$ cat config.mk
export PLATFORM = sky130hd
export DESIGN_NAME = fetch_stage
export DESIGN_NICKNAME = d
export VERILOG_FILES = /design/src/rtl/fetch_stage.sv
export SDC_FILE = /design/constraint.sdc
export NUM_CORES = 1
export LEC_CHECK = 0
export BUFFER_PORTS_ARGS = -buffer_cell sky130_fd_sc_hd__buf_2
export CORE_MARGIN = 8
export CORE_UTILIZATION = 40
export CTS_CLUSTER_SIZE = 40
export DETAILED_ROUTE_END_ITERATION = 10
export HOLD_SLACK_MARGIN = 0.02
export PLACE_DENSITY = 0.71
export RECOVER_POWER = 100
export SLEW_MARGIN = 25
export SYNTH_ARGS = -nofsm -noshare
export SYNTH_HDL_FRONTEND = slang
export SYNTH_SLANG_ARGS = --single-unit
$ cat constraint.sdc
create_clock -name clk -period 4.24 [get_ports clk]
set_input_delay 0.848 -clock clk [delete_from_list [all_inputs] [get_ports clk]]
set_output_delay 0.848 -clock clk [all_outputs]
set_load 0.1 [all_outputs]
$ cat src/rtl/fetch_stage.sv
// Instruction-fetch stage: PC register, imem addressing, IF/ID register,
// branch redirect / stall / flush handling, fetch-address fault trap and
// a saturating count of instructions delivered to decode.
//
//   state | meaning
//   ------+-------------------------------------------------------------
//   RUN   | normal fetch; PC advances, redirects or holds
//   FAULT | bad fetch address seen; IF/ID shows a bubble until reset
module fetch_stage #(
    parameter int          N         = 64,
    parameter logic [31:0] NOP       = 32'h8b1f03ff,
    parameter int          ROM_WORDS = 128
) (
    input  logic         clk,
    input  logic         reset,
    input  logic         stall_f,
    input  logic         flush_d,
    input  logic         pcsrc,
    input  logic [N-1:0] pc_branch,
    output logic [6:0]   imem_addr,
    input  logic [31:0]  imem_q,
    output logic [N-1:0] pc_f,
    output logic [31:0]  instr_d,
    output logic [N-1:0] pc_d,
    output logic         valid_d,
    output logic         fetch_fault,
    output logic [31:0]  fetch_count
);

    // First byte address past the end of the instruction ROM.
    localparam logic [N-1:0] PC_LIMIT = N'(4 * ROM_WORDS);

    typedef enum logic {
        RUN   = 1'b0,
        FAULT = 1'b1
    } state_t;

    state_t       state_q, state_d;
    logic [N-1:0] pcf_q, pcf_d;
    logic [31:0]  ifid_instr_q, ifid_instr_d;
    logic [N-1:0] ifid_pc_q, ifid_pc_d;
    logic         ifid_valid_q, ifid_valid_d;
    logic [31:0]  count_q, count_d;

    logic [N-1:0] target;
    logic         target_bad;

    // Candidate next PC: branch beats stall, stall beats sequential.
    always_comb begin
        target = pcf_q + N'(4);
        if (pcsrc) begin
            target = pc_branch;
        end else if (stall_f) begin
            target = pcf_q;
        end
        target_bad = (target[1:0] != 2'b00) || (target >= PC_LIMIT);
    end

    // Next-state and IF/ID update.
    always_comb begin
        state_d      = state_q;
        pcf_d        = pcf_q;
        ifid_instr_d = ifid_instr_q;
        ifid_pc_d    = ifid_pc_q;
        ifid_valid_d = ifid_valid_q;
        count_d      = count_q;

        unique case (state_q)
            RUN: begin
                if (target_bad) begin
                    // PC keeps the last good address for post-mortem.
                    state_d      = FAULT;
                    ifid_instr_d = NOP;
                    ifid_pc_d    = '0;
                    ifid_valid_d = 1'b0;
                end else begin
                    pcf_d = target;
                    if (pcsrc || flush_d) begin
                        ifid_instr_d = NOP;
                        ifid_pc_d    = '0;
                        ifid_valid_d = 1'b0;
                    end else if (!stall_f) begin
                        ifid_instr_d = imem_q;
                        ifid_pc_d    = pcf_q;
                        ifid_valid_d = 1'b1;
                        if (count_q != 32'hFFFF_FFFF) begin
                            count_d = count_q + 32'd1;
                        end
                    end
                end
            end
            FAULT: begin
                ifid_instr_d = NOP;
                ifid_pc_d    = '0;
                ifid_valid_d = 1'b0;
            end
            default: begin
                state_d = RUN;
            end
        endcase
    end

    // State, PC, IF/ID and counter registers.
    always_ff @(posedge clk or negedge reset) begin
        if (!reset) begin
            state_q      <= RUN;
            pcf_q        <= '0;
            ifid_instr_q <= NOP;
            ifid_pc_q    <= '0;
            ifid_valid_q <= 1'b0;
            count_q      <= '0;
        end else begin
            state_q      <= state_d;
            pcf_q        <= pcf_d;
            ifid_instr_q <= ifid_instr_d;
            ifid_pc_q    <= ifid_pc_d;
            ifid_valid_q <= ifid_valid_d;
            count_q      <= count_d;
        end
    end

    assign imem_addr   = pcf_q[8:2];
    assign pc_f        = pcf_q;
    assign instr_d     = ifid_instr_q;
    assign pc_d        = ifid_pc_q;
    assign valid_d     = ifid_valid_q;
    assign fetch_fault = (state_q == FAULT);
    assign fetch_count = count_q;

endmodule

==> reports/results.tsv <==
stage	metric	value	unit
status	status	finished, violations left	
status	failing checks	max-capacitance violations, max-slew violations	
timing	Setup WS post-layout	195	ps
yosys	Post-Syn Nets	1057	
drt	Vias/cell	5.37	
cts	clk root buf	clkbuf_16	
critical_path	Worst EP arrival	4400	ps
critical_path	Worst setup EP type	register	
timing	fmax	247	MHz
grt	Overall Global Routing Usage	0.214	
critical_path	slack of the worst reg-to-reg path	190	ps
finish	filler-free cell count of the finished design	1598	
timing	Slew headroom	-0.538	
grt	global-route wire length before repair	49.1	mm
critical_path	R2R Path End	pc_f[7]	
timing	Hold Violations, Final	0	
cts	H-tree depth	4	
placement	post-place setup slack	-136	ps
yosys	Synth warnings	0	
yosys	multiplexer share of the synthesized area	0.0790	
yosys	Syn Area/Cell	10.0	um2
drt	initial DRC count	804	
cts	clock-pin slew on the worst setup and hold paths	80	ps
grt	initial antenna violation count	3	
floorplanning	Die Height	171	um
power	leakage dissipation	5.20	nW
drt	DRC	0	
floorplanning	die width	171	um
floorplanning	Initial Util	0.407	
power	peak supply drop	230	uV
critical_path	Setup Crit Path Kind	reg -> reg	
hold_path	Hold Path End	valid_d	
floorplanning	Core Area	0.0235	mm2
yosys	largest family of logic cells by synthesized area	simple AND/OR/NAND/NOR gates	
yosys	share of the yosys chip area belonging to registers	0.511	
finish	share of layout cells above drive strength 1	0.183	
yosys	Post-Synth XOR/XNOR Area	0.0532	
timing	fin crit period	4050	ps
finish	number of nets in the layout	1368	
cts	CTS tree	done	
yosys	Synth Cell Area	0.00955	mm2
placement	Final GP Congestion	1.01	
drt	DR pass1 iterations	5	
yosys	Synth Area in Simple Gates	0.258	
drt	WL final	31.3	mm
hold_path	worst hold stages	1	
critical_path	worst r2r src	pc_f[10]	
cts	CTS sink cnt	194	
drt	Routed Antenna Nets	0	
grt	global route overflow	0	
yosys	ys flop type	dfrtp_1	
placement	# placed instances	1564	
grt	largest net degree at the start of global routing	92	
hold_path	Hold Path Class	reg -> reg	
yosys	number of synthesized flops with an enable pin	0	
yosys	async set-or-reset flop fraction in the synthesized netlist	1.00	
timing	crit share post-route	0.954	
critical_path	Worst R2R Path Depth	13	
critical_path	Crit Path Max Fanout	16	
cts	Clock Path Buffers	2	
placement	Buffers on Ports	301	
floorplanning	I/O pin cnt	302	
floorplanning	Rows	56	
power	pwr dens	302	mW/mm2
timing	RSZ-0062 raised after global routing	false	
cts	latest clock arrival within the worst-skew pair	440	ps
yosys	Post-Synth Adder-Cell Area	0.00262	
yosys	Post-Syn Instances	954	
timing	slew at the pin closest to its max-slew limit	2310	ps
yosys	Netlist cell types	64	
timing	Setup Skew	16.8	ps
grt	vias in the first global route	8652	
floorplanning	die area	0.0291	mm2
critical_path	Req. time, crit path	4600	ps
timing	max-slew violations	92	
critical_path	Critical Path Start Type	register	
cts	CTS Buf Count	17	
job	Max-cap violations	1	
yosys	Synth Area in Compound Gates	0.0567	
placement	Detailed Place HPWL	23.7	mm
timing	Setup violations, final	0	
cts	CTS Hold Buffers Added	0	
drt	drt wl/cell	19.6	um
yosys	Synth Register Bits	194	
finish	Layout area overhead	25.3	%
hold_path	hold path startpoint	valid_d	
drt	Via Count	8576	
==> metrics by stage <==
step                TNS, ps  power, W  utilization  area [um2]  hold WS (ps)
floorplan                 0   0.00195            -        9550           552
global placement      -2390   0.00205        0.496       11600           463
detailed placement    -2640   0.00205        0.496       11600           467
CTS                       0   0.00368        0.521       12200           486
global route              0   0.00377        0.510       12000           518
finish                    0   0.00362        0.510       12000           485
==> state kept, by name, summed over array words and instances, names as in the netlist <==
register,flops
valid_d,1
fetch_count,32
instr_d,32
pc_f,64
pc_d,64
fetch_fault,1
==> cells in the final DEF (no fill, tap or decap), drive strengths merged, types with 39 or more instances in the layout <==
cell type and instances:
clkbuf 227, dfrtp 175, buf 151, nand2 89, nor2 73, mux2i 72, nand4 62, nor2b 53
xnor2 49, nor4 46, a21oi 42, nand3 39
==> layout make-up <==
type	count	area, um2
Fill cell	2293	11500
Sequential cell	194	4890
Multi-Input combinational cell	676	4300
Timing Repair Buffer	361	1730
Clock buffer	17	425
Tap cell	319	399
Clock inverter	15	169
Inverter	15	56.3
Antenna cell	1	2.50
==> how the worst max path moves through the flow <==
stage	cells after the start	startpoint	slack, ps	endpoint
after floorplan	12	pc_f[5]	30	fetch_count[1]
after global placement	13	stall_f	-130	pc_d[0]
after detailed placement	13	stall_f	-140	pc_d[1]
after CTS	13	pc_f[7]	80	pc_d[1]
after global routing	13	pc_f[12]	10	pc_d[1]
final	13	pc_f[10]	190	pc_f[7]
==> report_power, final <==
| group | internal (W) | leakage, nW | switching [W] |
|---|---|---|---|
| logic | 0.0000662 | 2.32 | 0.0000971 |
| registers | 0.00185 | 2.59 | 0.000000000495 |
| clock network | 0.000794 | 0.287 | 0.000815 |
==> per-layer routing <==
layer | track usage | share of wire | vias up
li1 | - | - | 4036
met1 | 0.273 | 0.42 | 4163
met2 | 0.341 | 0.47 | 340
met3 | 0.0767 | 0.095 | 33
met4 | 0.0572 | 0.014 | 4
met5 | 0 | 0.00074 | -
==> synth_stat cells (2+ instances only) <==
cell | count | area, um2
ha_1 | 2 | 25.0
nand2_1 | 89 | 334
a21oi_1 | 42 | 210
o21a_1 | 3 | 22.5
nand3b_1 | 2 | 15.0
nand4_1 | 61 | 382
nand3_1 | 37 | 185
and4_1 | 7 | 61.3
buf_1 | 2 | 7.51
nand3_2 | 2 | 20.0
nand2b_1 | 4 | 25.0
xor2_1 | 9 | 78.8
a211oi_1 | 2 | 15.0
a2111oi_0 | 2 | 17.5
a211o_1 | 2 | 17.5
o41ai_1 | 3 | 26.3
or3_1 | 4 | 25.0
clkbuf_1 | 36 | 135
o22ai_1 | 2 | 12.5
o2bb2ai_1 | 2 | 17.5
mux2i_1 | 72 | 721
nor4_1 | 44 | 275
and3_1 | 24 | 150
xnor2_1 | 49 | 429
dfstp_2 | 19 | 499
nor4_4 | 2 | 42.5
o31a_1 | 2 | 17.5
nor3_1 | 27 | 135
inv_1 | 14 | 52.6
a32oi_1 | 2 | 17.5
and2_1 | 7 | 43.8
nor2_1 | 73 | 274
buf_2 | 19 | 95.1
nor2b_1 | 53 | 332
mux2_2 | 2 | 22.5
or4_1 | 7 | 52.6
buf_4 | 10 | 75.1
a31oi_1 | 3 | 18.8
o21ai_0 | 10 | 50.1
nand4b_1 | 4 | 35.0
dfrtp_1 | 175 | 4380
==> logic make-up (layout without fill, tap and decap cells) <==
| group | Yosys count | after routing |
|---|---|---|
| AND/OR/NAND/NOR | 454 | 454 |
| flip-flops | 194 | 194 |
| AO/OA/AOI/OAI | 87 | 87 |
| buffers and inverters | 84 | 408 |
| multiplexers | 75 | 75 |
| XOR/XNOR | 58 | 58 |
| adder cells (fa/ha/maj) | 2 | 2 |
| other | 0 | 1 |
==> worst max-delay path: stages (launching register included) <==
cell	delay, ps
dfrtp_1	490
nand4_1	270
or4_1	670
nor4_1	630
nand2_1	150
mux2_2	290
o21ai_0	210
a31oi_1	170
nor4_4	260
buf_4	250
clkbuf_1	200
buf_12	170
a21oi_1	70
a21oi_1	120
==> what timing repair did <==
item | 4_1_cts | 5_1_grt
setup endpoints to repair | 0 | 158
resized for setup | 0 | 12
setup buffers | 0 | 1
No activity file was read; power rests on OpenSTA's default activity.
